$ cat src/rtl/wb_pkg.sv
// Shared write-back types: widths and the request payload carried by the ALU,
// LSU and the load buffer.
package wb_pkg;
    localparam int XLEN   = 32;
    localparam int NREG   = 32;
    localparam int REG_AW = 5;

    typedef struct packed {
        logic [REG_AW-1:0] rd;
        logic [XLEN-1:0]   data;
    } wb_req_t;
endpackage

$ cat src/rtl/wb_lsu_fifo.sv
// Small FIFO of load results waiting for a free register-file write slot.
// Pushes while full and pops while empty are ignored; DEPTH must be a power of two.
module wb_lsu_fifo
    import wb_pkg::*;
#(
    parameter int DEPTH = 2
) (
    input  logic                         clk,
    input  logic                         rst_n,
    input  logic                         push_i,
    input  wb_req_t                      push_req_i,
    input  logic                         pop_i,
    output wb_req_t                      head_o,
    output logic [$clog2(DEPTH+1)-1:0]   count_o,
    output logic                         full_o,
    output logic                         empty_o
);
    localparam int PW = (DEPTH > 1) ? $clog2(DEPTH) : 1;
    localparam int CW = $clog2(DEPTH + 1);

    wb_req_t        mem_q [DEPTH];
    logic [PW-1:0]  wr_ptr_q, wr_ptr_d;
    logic [PW-1:0]  rd_ptr_q, rd_ptr_d;
    logic [CW-1:0]  count_q, count_d;
    logic           push_ok, pop_ok;

    assign full_o  = (count_q == CW'(DEPTH));
    assign empty_o = (count_q == '0);
    assign count_o = count_q;
    assign head_o  = mem_q[rd_ptr_q];

    assign push_ok = push_i && !full_o;
    assign pop_ok  = pop_i && !empty_o;

    // Power-of-two depth lets the pointers wrap by plain overflow.
    always_comb begin
        wr_ptr_d = wr_ptr_q;
        rd_ptr_d = rd_ptr_q;
        count_d  = count_q;
        if (push_ok) wr_ptr_d = wr_ptr_q + PW'(1);
        if (pop_ok)  rd_ptr_d = rd_ptr_q + PW'(1);
        case ({push_ok, pop_ok})
            2'b10:   count_d = count_q + CW'(1);
            2'b01:   count_d = count_q - CW'(1);
            default: count_d = count_q;
        endcase
    end

    always_ff @(posedge clk or negedge rst_n) begin
        if (!rst_n) begin
            wr_ptr_q <= '0;
            rd_ptr_q <= '0;
            count_q  <= '0;
        end else begin
            wr_ptr_q <= wr_ptr_d;
            rd_ptr_q <= rd_ptr_d;
            count_q  <= count_d;
        end
    end

    always_ff @(posedge clk) begin
        if (push_ok) mem_q[wr_ptr_q] <= push_req_i;
    end
endmodule

$ cat src/rtl/wb_arbiter.sv
// Write-back arbiter: merges ALU and buffered LSU results into one registered
// register-file write per cycle and tracks pending destinations for RAW checks.
module wb_arbiter
    import wb_pkg::*;
#(
    parameter int LQ_DEPTH = 2
) (
    input  logic              clk,
    input  logic              rst_n,
    input  logic              issue_valid,
    input  logic [4:0]        issue_rd,
    input  logic [4:0]        chk_rs1,
    input  logic [4:0]        chk_rs2,
    output logic              hazard,
    input  logic              alu_valid,
    output logic              alu_ready,
    input  logic [4:0]        alu_rd,
    input  logic [XLEN-1:0]   alu_data,
    input  logic              lsu_valid,
    output logic              lsu_ready,
    input  logic [4:0]        lsu_rd,
    input  logic [XLEN-1:0]   lsu_data,
    output logic              rf_we,
    output logic [4:0]        rf_waddr,
    output logic [XLEN-1:0]   rf_wdata,
    output logic [NREG-1:0]   pending
);
    localparam int CW = $clog2(LQ_DEPTH + 1);

    // Handshake: a transfer fires at the rising edge when valid && ready; the
    // producer holds its payload stable while valid && !ready.

    wb_req_t          alu_req, lsu_req, fifo_head, win_req;
    logic [CW-1:0]    fifo_count;
    logic             fifo_full, fifo_empty;
    logic             sel_alu, sel_lsu, do_write;

    logic             rf_we_q, rf_we_d;
    logic [4:0]       rf_waddr_q, rf_waddr_d;
    logic [XLEN-1:0]  rf_wdata_q, rf_wdata_d;
    logic [NREG-1:0]  pending_q, pending_d;

    assign alu_req = '{rd: alu_rd, data: alu_data};
    assign lsu_req = '{rd: lsu_rd, data: lsu_data};

    wb_lsu_fifo #(.DEPTH(LQ_DEPTH)) u_lsu_fifo (
        .clk        (clk),
        .rst_n      (rst_n),
        .push_i     (lsu_valid && lsu_ready),
        .push_req_i (lsu_req),
        .pop_i      (sel_lsu),
        .head_o     (fifo_head),
        .count_o    (fifo_count),
        .full_o     (fifo_full),
        .empty_o    (fifo_empty)
    );

    // A full buffer takes priority so loads cannot starve behind a busy ALU.
    assign lsu_ready = (fifo_count < CW'(LQ_DEPTH));
    assign alu_ready = !fifo_full;
    assign sel_alu   = alu_valid && !fifo_full;
    assign sel_lsu   = fifo_full || (!alu_valid && !fifo_empty);
    assign win_req   = sel_lsu ? fifo_head : alu_req;
    assign do_write  = (sel_alu || sel_lsu) && (win_req.rd != '0);

    always_comb begin
        rf_we_d    = do_write;
        rf_waddr_d = rf_waddr_q;
        rf_wdata_d = rf_wdata_q;
        pending_d  = pending_q;
        if (do_write) begin
            rf_waddr_d            = win_req.rd;
            rf_wdata_d            = win_req.data;
            pending_d[win_req.rd] = 1'b0;
        end
        // Set after clear: a fresh reservation outlives the retiring write.
        if (issue_valid && (issue_rd != '0)) pending_d[issue_rd] = 1'b1;
        pending_d[0] = 1'b0;
    end

    always_ff @(posedge clk or negedge rst_n) begin
        if (!rst_n) begin
            rf_we_q    <= 1'b0;
            rf_waddr_q <= '0;
            rf_wdata_q <= '0;
            pending_q  <= '0;
        end else begin
            rf_we_q    <= rf_we_d;
            rf_waddr_q <= rf_waddr_d;
            rf_wdata_q <= rf_wdata_d;
            pending_q  <= pending_d;
        end
    end

    assign rf_we    = rf_we_q;
    assign rf_waddr = rf_waddr_q;
    assign rf_wdata = rf_wdata_q;
    assign pending  = pending_q;
    assign hazard   = pending_q[chk_rs1] | pending_q[chk_rs2];
endmodule
$ cat config.mk
export PLATFORM = sky130hd
export DESIGN_NAME = wb_arbiter
export DESIGN_NICKNAME = d
export VERILOG_FILES = /design/src/rtl/wb_pkg.sv /design/src/rtl/wb_lsu_fifo.sv /design/src/rtl/wb_arbiter.sv
export SDC_FILE = /design/constraint.sdc
export NUM_CORES = 1
export LEC_CHECK = 0
export BUFFER_PORTS_ARGS = -buffer_cell sky130_fd_sc_hd__buf_2
export CAP_MARGIN = 20
export CORE_MARGIN = 5
export CORE_UTILIZATION = 38
export DETAILED_ROUTE_END_ITERATION = 8
export SYNTH_ARGS = -nofsm -noshare
export SYNTH_HDL_FRONTEND = slang
export SYNTH_HIERARCHICAL = 1
export SYNTH_SLANG_ARGS = --single-unit
$ cat constraint.sdc
create_clock -name clk -period 3.7 [get_ports clk]
set_input_delay 0.74 -clock clk [delete_from_list [all_inputs] [get_ports clk]]
set_output_delay 0.74 -clock clk [all_outputs]
set_load 0.005 [all_outputs]
### After elaboration in Yosys (flattened, before gate mapping)

Memories as Yosys holds them, arrays and structs flattened.
Index checks and enable logic that the tools add are counted.
Widths: inputs -> output; s select.

| operators by class | value |
|---|---|
| equality and inequality tests | 3 |
| bitwise operators | 4 |
| add/sub/neg operators | 4 |
| reduce and logical (&&, ||, !) cells | 18 |
| $lt $le $gt $ge | 7 |
| muxes and demuxes | 14 |

Operator list:

| kind | number |
|---|---|
| $mux 32 | 2 |
| $mux 37 | 1 |
| $and 32x32->32 | 1 |
| $not 32->32 | 1 |
| $or 32x32->32 | 1 |
| $lt 5x6->1 const B | 4 |
| $bmux 1 s5 | 2 |
| $demux 1 s5 | 2 |
| $ge 5x1->1 const B | 2 |
| $reduce_bool 5->1 | 2 |
| $logic_and 1x1->1 | 9 |
| $mux 1 | 6 |
| $eq 2x2->1 const B | 2 |
| $pmux 2 s2 | 1 |
| $logic_not 1->1 | 3 |
| $add 1x1->1 const B | 2 |
| $add 2x1->2 const B | 1 |
| $eq 2x1->1 const B | 1 |
| $logic_not 2->1 | 1 |
| $logic_or 1x1->1 | 2 |
| $lt 2x2->1 const B | 1 |
| $reduce_bool 2->1 | 1 |
| $sub 2x1->2 const B | 1 |
| $or 1x1->1 | 1 |

| word-level totals | value |
|---|---|
| word-level logic and storage cells | 58 |
| bits of input ports | 94 |
| RAM bits | 74 |
| memories | 1 |
| register bits | 73 |
| output and inout port bits | 73 |

Memory list:

| memory | words | bits a word | read ports | clocked after memory_dff | wr ports | RTL line | text |
|---|---|---|---|---|---|---|---|
| u_lsu_fifo.mem_q | 2 | 37 | 1 | 0 | 1 | wb_lsu_fifo.sv:21 | `wb_req_t mem_q [DEPTH];` |

### Longest topological paths before layout

| logic depth | value |
|---|---|
| depth after elaboration | 14 |
| gate-level depth with buffers | 11 |
| mapped depth without buffers | 8 |

### Hierarchy

The synthesis kept the hierarchy.

By module, submodules not included:

| module | times used | sequential area each (sq um) | cells an instance | area each (sq um) |
|---|---|---|---|---|
| wb_arbiter | 1 | 1726.7 | 367 | 3766.1 |
| wb_lsu_fifo | 1 | 2322.2 | 133 | 2949.1 |

### Least setup slack after synthesis

No wires, ideal clock.

| timing path | value |
|---|---|
| path kind | input to register |
| from | input port lsu_valid |
| to | memory u_lsu_fifo/mem_q[0][0] in the netlist's numbering (enable) |
| library setup time | 0.431 ns |
| slack | 0.720 ns |
| arrival time | 2.549 ns |
| required time | 3.269 ns |
| buffers on the path | 0 |
| stages | 3 |
| path through | nor2b_1 nand2_1 nor2_1 |

| between the ends | value |
|---|---|
| cells in the longest elaborated chain, start to end | 4 |

RTL lines:

| item | RTL line | text |
|---|---|---|
| start, declared | wb_arbiter.sv:19 | `input logic lsu_valid,` |
| $logic_and 1x1->1 | wb_arbiter.sv:49 | `.push_i (lsu_valid && lsu_ready),` |
| $logic_and 1x1->1 | wb_lsu_fifo.sv:32 | `assign push_ok = push_i && !full_o;` |
| $mux 1 | wb_lsu_fifo.sv:62 | `if (push_ok) mem_q[wr_ptr_q] <= push_req_i;` |
| $mux 1 (implied by the code) | wb_lsu_fifo.sv:62 |  |
| end, declared | wb_lsu_fifo.sv:21 |  |

Every way passes these cells.

### Worst setup path after layout

| timing path | value |
|---|---|
| from | input port chk_rs2[0] |
| to | output port hazard |

| between the ends | value |
|---|---|
| cells in the longest elaborated chain, start to end | 3 |

RTL lines:

| item | RTL line | text |
|---|---|---|
| start, declared | wb_arbiter.sv:13 | `input logic [4:0] chk_rs2,` |
| $bmux 1 s5 | wb_arbiter.sv:99 | `assign hazard = pending_q[chk_rs1] \| pending_q[chk_rs2];` |
| $mux 1 (implied by the code) | wb_arbiter.sv:99 |  |
| $or 1x1->1 | wb_arbiter.sv:99 |  |
| end, declared | wb_arbiter.sv:14 | `output logic hazard,` |

Every way passes these cells. The select of a mux whose other input is x is not followed.

==> qor.yml <==
fp.dieH_um: 143
post-cts-setup-buffers: 0
synthTopCellsByArea: "edfxtp_1 33%, dfrtp_1 27%, mux2i_1 6.9%, mux2_4 4.7%, mux4_2 4.4%"
post-route-period-util: 0.789
die_x_um: 143
power.switching_mw: 2.30
r2r_end: "rf_wdata[19]"
clock_skew_ns: 0.00697
arrival_ns: 2.18
synth_nets: 595
max_slew_margin: 0.370
row_count: 48
crit_family: "multiplexers"
maxCapViolations: 0
startpoint_type: "primary input"
slowest_delay_ns: 0.53
core-area_um2: 17300
vias: 4639
cts_buffers: 17
grt_pass1_wl_um: 26600
crit_end: "hazard"
syn-cell-area_um2: 6720
hold_class: "in -> async"
grt_pass1_vias: 4887
initial_core_util: 0.388
ys_warn_count: 6
rsz0062_at_grt: "no"
grt_usage: 0.170
async_flop_share: 0.497
fin_crit_ns: 2.92
remaining_drc_errors: 0
io_pins: 167
fin_util: 0.485
clockBufferDepth: 2
crit_path_frequent_cell: "buf_2"
wl_um: 16700
drtAntennaViolNets: 0
worstSetupEndpointType: "output port"
p_per_area_nw_per_um2: 828
final_cell_mix: "164 x buf_2, 74 x edfxtp_1, 72 x dfrtp_1"
insertion_delay_ns: 0.42
power_mw: 6.94
area_growth_pct: 24.8
p_int_mw: 4.64
grt_max_degree: 74
die_area_um2: 20400
timing.fmax_ghz: 0.343
first_pass_iters: 5
synth_top_area_cell: "edfxtp_1"
seq_area_frac_synth: 0.603
vdd_ir_drop_max_uv: 436
crit_chain: "buf_2 > mux4_2 > mux2_2 > a31oi_1 > o211ai_1 > buf_2"
portBuffers: 165
dp_cells: 873
worst-path-stages: 6
synth-seq-cells: 147
crit_start: "chk_rs2[0]"
power_leakage_nw: 3.57
overflow: 0
viasPerCell: 5.11
antenna_found_initial: 2
clockPowerShare: 0.262
synth_edf_count: 74
nets: 763
p_seq_frac: 0.396
report.final.slew_viol_count: 0
outcome: "finished clean"
synth_ff_type: "edfxtp_1"
fin_hold_ws_ns: 0.200
finalSetupViolCount: 0
r2r-start: "u_lsu_fifo/rd_ptr_q"
clockRootBuffer: "clkbuf_16"
swShare: 0.332
p_comb_frac: 0.343
synth_cell_types: 43
path_max_fanout: 9
drt-initial-drc-count: 304
r2r.worst_path.cells: 7
hold_buffers: 0
worst_ep_required_time_ns: 2.96
avgSynthCellArea_um2: 13.4
critical_path_class: "in -> out"
critPathBufInv: 2
clk_pin_slew_ns: 0.06
final_common_cell: "buf_2"
h-tree-depth: 4
synth_cells: 500
cts_tree: "built"
gp_congestion: 0.904
clock_sinks: 147
avgRoutedWirePerCell_um: 18.4
netlist.area_leader.share: 0.331
tns_ns: 0
drive_above_1_share: 0.394
final_hold_viol_count: 0
cts_resized: 0
hpwl_um: 12300
r2r_slack_ns: 1.21
tightest_slew_ns: 0.945
critical-path-slowest-cell: "mux4_2"
layout.cells.non_filler: 907
==> cell type report <==
class | instances | area (um2)
diodes | 1 | 2.50
fillers | 1594 | 8910
inverters | 8 | 30.0
multi-input cells | 321 | 2480
clock inverters | 9 | 141
flip-flops and latches | 147 | 4050
repair buffers | 173 | 908
well taps | 225 | 282
clock buffers | 23 | 489
==> per-stage QoR <==
step | area (um2) | setup WS, ns
finish | 8380 | 0.780
global route | 8380 | 0.664
CTS | 8350 | 0.784
detailed placement | 7720 | 0.789
global placement | 7720 | 0.782
floorplan | 6720 | 0.720
==> how the worst min path moves through the flow <==
stage / from / endpoint / slack [ns] / depth (start not counted)
finish: rst_n / rf_wdata[18] / 0.20 / 1
global route: rst_n / rf_wdata[15] / 0.19 / 1
detailed placement: rf_wdata[29] / rf_wdata[29] / 0.47 / 2
global placement: rf_wdata[15] / rf_wdata[15] / 0.46 / 2
CTS: lsu_data[15] / u_lsu_fifo/mem_q[0][15] / 0.48 / 1
floorplan: rst_n / pending[10] / 0.44 / 0
==> sequential cells by signal, summed over array words and instances (netlist names) <==
signal,flops
rf_wdata,32
u_lsu_fifo/rd_ptr_q,1
pending,31
u_lsu_fifo/mem_q,74
u_lsu_fifo/wr_ptr_q,1
rf_we,1
u_lsu_fifo/count_o,2
rf_waddr,5
==> worst register-to-register path, delay by kind of cell, from the launching register on <==
| family | cells | cell delay [ns] |
|---|---|---|
| compound gates | 2 | 0.38 |
| buf+inv | 1 | 0.40 |
| flops | 1 | 0.79 |
| mux | 2 | 0.64 |
| simple gates | 2 | 0.23 |
==> cells in the mapped netlist, drive strengths merged (3+ instances only) <==
cell / count
clkbuf: 3
nand2: 53
buf: 21
inv: 8
nor2: 14
o21ai: 94
dfrtp: 73
nand3: 5
xnor2: 3
a21oi: 5
edfxtp: 74
nand3b: 5
mux2: 43
o211ai: 5
mux2i: 46
nand2b: 9
mux4: 13
==> kinds of logic after synthesis <==
group,after synthesis,share of synthesized area
buffers and inverters,32,0.0306
other,1,0.000558
and+or+nand+nor,99,0.0699
AOI/OAI and AO/OA,113,0.0917
muxes,102,0.196
adders and majority gates,1,0.00186
xor gates and xnor gates,5,0.00652
DFF,147,0.603
==> metal layers <==
| metal | global-route usage | vias up | share of wire |
|---|---|---|---|
| met5 | 0 | - | 0.0013 |
| met1 | 0.218 | 2249 | 0.43 |
| li1 | - | 2190 | - |
| met3 | 0.0636 | 23 | 0.083 |
| met4 | 0.0565 | 4 | 0.016 |
| met2 | 0.269 | 173 | 0.47 |
==> power groups by stage <==
stage	clock network (mW)	logic, mW	registers [mW]
after CTS	1.86	2.42	2.75
after detailed placement	0	2.42	2.77
after floorplan	0	1.64	2.64
final	1.81	2.38	2.74
after global placement	0	2.37	2.75
after global routing	1.93	2.65	2.83
Note: power is estimated with default switching activity, not from simulation.
